[src/rtl/fetch_issue_queue.sv]
// Instruction fetch and issue buffer: fetches LANES words per request from a
// one-cycle-latency memory and presents the oldest LANES entries in program order.
module fetch_issue_queue #(
    parameter int          IW       = 16,
    parameter int          PCW      = 8,
    parameter int          LANES    = 2,
    parameter int          DEPTH    = 8,
    parameter int unsigned RESET_PC = 0
) (
    input  logic                   clk,
    input  logic                   rst,
    input  logic                   flush,
    input  logic [PCW-1:0]         flush_pc,
    output logic                   fetch_req,
    output logic [PCW-1:0]         fetch_pc,
    input  logic [LANES*IW-1:0]    fetch_data,
    output logic [LANES-1:0]       issue_valid,
    output logic [LANES*IW-1:0]    issue_ir,
    output logic [LANES*PCW-1:0]   issue_pc,
    input  logic [LANES-1:0]       issue_accept
);
    localparam int AW = $clog2(DEPTH);
    localparam int CW = AW + 1;

    logic [IW-1:0]  ir_mem [DEPTH];
    logic [PCW-1:0] pc_mem [DEPTH];
    logic [AW-1:0]  head;
    logic [AW-1:0]  tail;
    logic [CW-1:0]  count;
    logic           pending;
    logic [PCW-1:0] req_pc;
    logic [CW-1:0]  pop_n;
    logic           run;
    logic           push;
    logic [31:0]    occ;

    // Occupancy if the in-flight fetch and a new one both land.
    assign occ       = 32'(count) + (pending ? 32'(LANES) : 32'd0) + 32'(LANES);
    assign fetch_req = !rst && !flush && (occ <= 32'(DEPTH));
    assign push      = pending && !flush;

    always_comb begin
        issue_valid = '0;
        issue_ir    = '0;
        issue_pc    = '0;
        for (int unsigned k = 0; k < LANES; k++) begin
            issue_valid[k]           = (k < 32'(count));
            issue_ir[k*IW +: IW]     = ir_mem[head + AW'(k)];
            issue_pc[k*PCW +: PCW]   = pc_mem[head + AW'(k)];
        end
    end

    // Only the contiguous accepted-and-valid run from lane 0 is popped.
    always_comb begin
        pop_n = '0;
        run   = 1'b1;
        for (int unsigned k = 0; k < LANES; k++) begin
            if (run && issue_accept[k] && issue_valid[k]) begin
                pop_n = pop_n + CW'(1);
            end else begin
                run = 1'b0;
            end
        end
    end

    always_ff @(posedge clk) begin
        if (!rst && push) begin
            for (int unsigned k = 0; k < LANES; k++) begin
                ir_mem[tail + AW'(k)] <= fetch_data[k*IW +: IW];
                pc_mem[tail + AW'(k)] <= req_pc + PCW'(k);
            end
        end
    end

    always_ff @(posedge clk) begin
        if (rst) begin
            head     <= '0;
            tail     <= '0;
            count    <= '0;
            pending  <= 1'b0;
            req_pc   <= '0;
            fetch_pc <= PCW'(RESET_PC);
        end else if (flush) begin
            head     <= '0;
            tail     <= '0;
            count    <= '0;
            pending  <= 1'b0;
            fetch_pc <= flush_pc;
        end else begin
            head    <= head + AW'(pop_n);
            count   <= count + (push ? CW'(LANES) : CW'(0)) - pop_n;
            pending <= fetch_req;
            if (push) begin
                tail <= tail + AW'(LANES);
            end
            if (fetch_req) begin
                req_pc   <= fetch_pc;
                fetch_pc <= fetch_pc + PCW'(LANES);
            end
        end
    end
endmodule

[config.mk]
export PLATFORM = sky130hd
export DESIGN_NAME = fetch_issue_queue
export DESIGN_NICKNAME = d
export VERILOG_FILES = /design/src/rtl/fetch_issue_queue.sv
export SDC_FILE = /design/constraint.sdc
export NUM_CORES = 1
export LEC_CHECK = 0
export ABC_AREA = 0
export ABC_CLOCK_PERIOD_IN_PS = 3800
export BUFFER_PORTS_ARGS = -buffer_cell sky130_fd_sc_hd__buf_4
export CORE_ASPECT_RATIO = 0.9
export CORE_MARGIN = 4
export CORE_UTILIZATION = 64
export CTS_CLUSTER_DIAMETER = 30
export DETAILED_ROUTE_END_ITERATION = 10
export PLACE_DENSITY = 0.88
export SYNTH_ARGS = -nofsm -noshare
export SYNTH_HDL_FRONTEND = slang
export SYNTH_SLANG_ARGS = --single-unit
[constraint.sdc]
create_clock -name clk -period 3.8 [get_ports clk]
set_clock_uncertainty 0.05 [all_clocks]
set_input_delay 0.76 -clock clk [delete_from_list [all_inputs] [get_ports clk]]
set_output_delay 0.76 -clock clk [all_outputs]
set_load 0.1 [all_outputs]
# [Word level (Yosys, flattened, before mapping)]
# Memory sizes are Yosys's and may differ from the RTL's. A register that Yosys moved wholly into a read port is not among the register bits.
# Cells that the tools add are included.
[classes] n_addsub=11 n_mul=0 n_div=0 magnitude_cmp=3 eq_ne=0 n_shift=0 mux=11 bitwise_logic=1 reduce_logical=12
[ops] cell="2-to-1 mux 8 bit" n=2
[ops] cell="adder 8 x 1 -> 8 bit, second input constant" n=1
[ops] cell="adder 8 x 2 -> 8 bit, second input constant" n=1
[ops] cell="less-than comparator 1 x 4 -> 1 bit, first input constant" n=2
[ops] cell="logical AND 1 bit" n=7
[ops] cell="adder 3 x 1 -> 3 bit, second input constant" n=2
[ops] cell="adder 5 x 2 -> 6 bit, second input constant" n=1
[ops] cell="<= comparator 6 x 4 -> 1 bit, second input constant" n=1
[ops] cell="2-to-1 mux 3 bit" n=2
[ops] cell="adder 4 x 2 -> 5 bit" n=1
[ops] cell="adder 4 x 1 -> 4 bit, second input constant" n=1
[ops] cell="adder 4 x 2 -> 4 bit" n=1
[ops] cell="2-to-1 mux 1 bit" n=4
[ops] cell="2-to-1 mux 2 bit" n=2
[ops] cell="2-to-1 mux 4 bit" n=1
[ops] cell="subtractor 4 bit" n=1
[ops] cell="adder 3 x 2 -> 3 bit, second input constant" n=1
[ops] cell="adder 3 bit" n=1
[ops] cell="logical NOT 1 bit" n=2
[ops] cell="AND reduction 2 bit" n=1
[ops] cell="nonzero test 2 bit" n=1
[ops] cell="OR reduction 2 bit" n=1
[ops] cell="inverter 1 bit" n=1
[word_totals] register_bits=27 latch_bits=0 mem_bits_rw=192 rom_bits=0 in_bits=45 out_inout_bits=59 word_cells=46 mem_count=2
[mem_list] memory="ir_mem" words=8 word_bits=16 read_ports=2 rd_clocked_by_memory_dff=1 wr=2 line="25" rtl="logic [IW-1:0] ir_mem [DEPTH];"
[mem_list] memory="pc_mem" words=8 word_bits=8 read_ports=2 rd_clocked_by_memory_dff=1 wr=2 line="26" rtl="logic [PCW-1:0] pc_mem [DEPTH];"

# [Logic depth before layout (Yosys ltp)]
[depth] depth_word=8 depth_mapped=12 depth_no_buf=11

# [Worst setup path after synthesis]
# Ideal clock, no wire load.
[synth_timing] path_type="register -> register" startpoint="reg count[2]" endpoint="reg count[3]" setup_ps=126 arrival_ps=3272 required_time_ps=3624 slack_ps=352 stages_incl_launch_ff=12 path_buffers=0 cell_sequence="dfxtp_1 -> inv_1 -> ha_1 -> nand3_1 -> and2_1 -> ha_1 -> fa_1 -> inv_1 -> ha_1 -> fa_1 -> xor2_1 -> nor2_1"
[synth_via] elab_chain_len=7 word_cells_on_any_way=11 classes_between="3 x add/sub; 2 x order compare; 3 x mux; 3 x reduce/logical"
[synth_rtl] element="from (decl)" line="29" rtl="logic [CW-1:0] count;"
[synth_rtl] element="from (signal assigned)" line="91" rtl="count <= count + (push ? CW'(LANES) : CW'(0)) - pop_n;"
[synth_rtl] element="less-than comparator 1 x 4 -> 1 bit *" line="47" rtl="issue_valid[k] = (k < 32'(count));"
[synth_rtl] element="net issue_valid[0]" line="17" rtl="output logic [LANES-1:0] issue_valid,"
[synth_rtl] element="logical AND 1 bit *" line="58" rtl="if (run && issue_accept[k] && issue_valid[k]) begin"
[synth_rtl] element="branches (longest 3 deep; another with adder 4 x 1 -> 4 bit)"
[synth_rtl] element="2-to-1 mux 4 bit *" line="58"
[synth_rtl] element="subtractor 4 bit *" line="91"
# Mark *: on every way through the listed nets, which the timed path passes.
# A chain may end at the register's enable or synchronous reset.

# [Final worst setup path]
[layout_timing] startpoint="reg pending" endpoint="out fetch_req"
[layout_via] elab_chain_len=5
[layout_rtl] element="from (decl)" line="30" rtl="logic pending;"
[layout_rtl] element="from (signal assigned)" line="92" rtl="pending <= fetch_req;"
[layout_rtl] element="2-to-1 mux 2 bit" line="38" rtl="assign occ = 32'(count) + (pending ? 32'(LANES) : 32'd0) + 32'(LANES);"
[layout_rtl] element="adder 4 x 2 -> 5 bit" line="38"
[layout_rtl] element="adder 5 x 2 -> 6 bit" line="38"
[layout_rtl] element="<= comparator 6 x 4 -> 1 bit" line="39" rtl="assign fetch_req = !rst && !flush && (occ <= 32'(DEPTH));"
[layout_rtl] element="logical AND 1 bit" line="39"
[layout_rtl] element="to (decl)" line="14" rtl="output logic fetch_req,"
# Every way passes these cells.

==> flow_metrics.tcl <==
set metrics [dict create \
    cp_slowest_stage_delay_ns 0.46 \
    required_ns 2.99 \
    fin_crit_ns 3.66 \
    wl_per_cell_um 26.5 \
    setup_ws_ns 0.144 \
    cp-start-kind "flip-flop" \
    maxCapViolations 0 \
    clkSinkCount 218 \
    synth_edf_count 192 \
    cts_tree "yes" \
    multiInputGateArea_mm2 0.00365 \
    yosys_warnings 0 \
    tns_ns 0 \
    clk_pin_slew_ns 0.05 \
    end_kind "output pin" \
    cp_max_fo 8 \
    async_flop_share 0 \
    synthesis.nets 600 \
    synth.most_common_cell "edfxtp_1" \
    status "complete, no violations" \
    vdd_drop_max_uv 578 \
    diodes 0 \
    hold_violations 0 \
    gp_congestion 0.822 \
    rsz0062_at_grt "false" \
    viasPerCell 6.70 \
    clock_path_buffers 3 \
    grt.total_usage 0.273 \
    maxSlewViolCount 0 \
    start_util 0.658 \
    synth-seq-cells 218 \
    timing.rr.end "fetch_pc[3]" \
    synth.avg_cell_area_um2 19.0 \
    syn_inst 536 \
    fp-row-count 43 \
    setup_viol_count_final 0 \
    pre_cts_ws_ns 0.716 \
    final-seq-area_mm2 0.00629 \
    root_buffer "clkbuf_16" \
    port_buffers 103 \
    p_leak_nw 4.26 \
    clkLatencyLatePin_ns 0.50 \
    die_area_mm2 0.0180 \
    synth.distinct_cells 42 \
    ios 104 \
    tightest_slew_ns 0.859 \
    clock.fmax_mhz 273 \
    cts_buffers 38 \
    synth_top_area_share 0.566 \
    fin_crit_sh 0.962 \
    syn_to_final_growth_pct 22.6 \
    cts_setup_buffers 0 \
    remaining_drc_errors 0 \
    grt_pass1_wl_mm 37.2 \
    critPathKind "flip-flop to output pin" \
    antenna_left 0 \
    p_per_area_mw_per_mm2 711 \
    drive_gt1_frac 0.478 \
    synthTopCellsByCount "edfxtp_1, mux4_2, mux2_2" \
    cts-resized-gates 0 \
    placed_area_mm2 0.0112 \
    overflow 0 \
    ys_seq_area_frac 0.617 \
    first_iter_violations 516 \
    crit_end "fetch_req" \
    final_nets 721 \
    cpMaxStageDelayCell "dfxtp_1" \
    whs_ns 0.400 \
    arrival_ns 2.85 \
    n_fill_cell 745 \
    cp_cell_sequence "inv_1, ha_1, inv_1, ha_1, inv_1, ha_1, nand4bb_1, o21ba_2, nor2_2, buf_4" \
    routed_wl_mm 23.5 \
    coreArea_mm2 0.0155 \
    dp_hpwl_mm 13.2 \
    slew_headroom 0.426 \
    cts_hold_buf 0 \
    final_area_mm2 0.0125 \
    hold_path_class "primary input to flip-flop" \
    reg2regPathDepth 10 \
    ys.flop_type "edfxtp_1" \
    synth_area_leader_cell "edfxtp_1" \
    die_w_um 141 \
    synth_area_mm2 0.0102 \
    rr_startpoint "pending" \
    synth.area.top_cells "edfxtp_1, mux4_2, mux2_2" \
    dr.pass1.iters 5 \
    rrSetupSlack_ns 1.00 \
    num_vias 5946 \
    htreeDepth 2 \
    antenna_found_initial 0 \
    grt_max_degree 98 \
    critPathLaunch "pending" \
    grt_pass1_vias 6356 \
    die_h_um 128 \
]
[layer usage]
layer | up-vias | global-route usage | routed length [um]
li1 | 2465 | - | -
met5 | - | 0 | 0
met4 | 0 | 0.0821 | 512
met2 | 344 | 0.463 | 12500
met1 | 3092 | 0.357 | 8680
met3 | 45 | 0.0645 | 1880
[worst min path at each step]
stage,startpoint,endpoint,depth (start not counted)
3_5_place_dp,fetch_pc[0],req_pc[0],2
5_1_grt,fetch_data[18],ir_mem[7][2],1
3_3_place_gp,fetch_pc[0],req_pc[0],2
6_report,fetch_data[18],ir_mem[7][2],1
2_1_floorplan,req_pc[7],req_pc[7],2
4_1_cts,fetch_data[18],ir_mem[7][2],1
[kinds of logic (layout without fill, tap and decap cells)]
| kind of cell | count (synthesis) | count (layout) | share of synthesized area |
|---|---|---|---|
| mux | 148 | 148 | 0.269 |
| flops | 218 | 218 | 0.617 |
| fa+ha+maj | 19 | 19 | 0.0255 |
| xor+xnor | 12 | 12 | 0.0110 |
| buf+inv | 49 | 199 | 0.0265 |
| simple gates | 66 | 66 | 0.0360 |
| compound gates | 24 | 24 | 0.0151 |
[state kept, by name, summed over array words and instances, names as in the netlist]
register	cells
ir_mem	128
pc_mem	64
fetch_pc	8
req_pc	8
count	4
head	3
tail	2
pending	1
[stage by stage]
| step | std cells | total power (W) | util |
|---|---|---|---|
| 2_1_floorplan | 536 | 0.00497 | - |
| 3_3_place_gp | 819 | 0.00540 | 0.723 |
| 3_5_place_dp | 819 | 0.00547 | 0.723 |
| 4_1_cts | 888 | 0.00892 | 0.806 |
| 5_1_grt | 888 | 0.00915 | 0.806 |
| 6_report | 888 | 0.00888 | 0.806 |
[power breakdown]
group | switching, W | internal, W
Sequential | 0.0000694 | 0.00269
Clock | 0.00112 | 0.00230
Combinational | 0.00186 | 0.000848
[final cells by class]
type / instances / area share
inverters: 15 / 0.00451
clock buffers: 49 / 0.0845
flip-flops and latches: 218 / 0.504
well taps: 202 / 0.0202
repair buffers: 115 / 0.0751
clock inverters: 20 / 0.0192
multi-input cells: 269 / 0.293
[worst max-delay path, delay by kind of cell, from the launching register on]
| kind | cells | cell delay (ns) |
|---|---|---|
| buf+inv | 4 | 0.56 |
| compound gates | 1 | 0.24 |
| simple gates | 2 | 0.41 |
| fa+ha+maj | 3 | 0.66 |
| flops | 1 | 0.46 |
[cells in the final DEF (no fill, tap or decap), types with 5 or more instances in the layout]
| master | instances |
|---|---|
| nand3_1 | 12 |
| nand2_1 | 9 |
| bufinv_16 | 5 |
| edfxtp_1 | 192 |
| dfxtp_1 | 23 |
| ha_1 | 15 |
| xnor2_1 | 8 |
| clkinv_2 | 5 |
| clkbuf_16 | 41 |
| mux2_2 | 48 |
| clkbuf_1 | 8 |
| inv_1 | 15 |
| nor2_1 | 12 |
| nand2b_1 | 5 |
| o21ai_0 | 6 |
| mux4_2 | 96 |
| and2_1 | 7 |
| buf_12 | 6 |
| buf_4 | 109 |
Power figures use the tool's default switching activity.
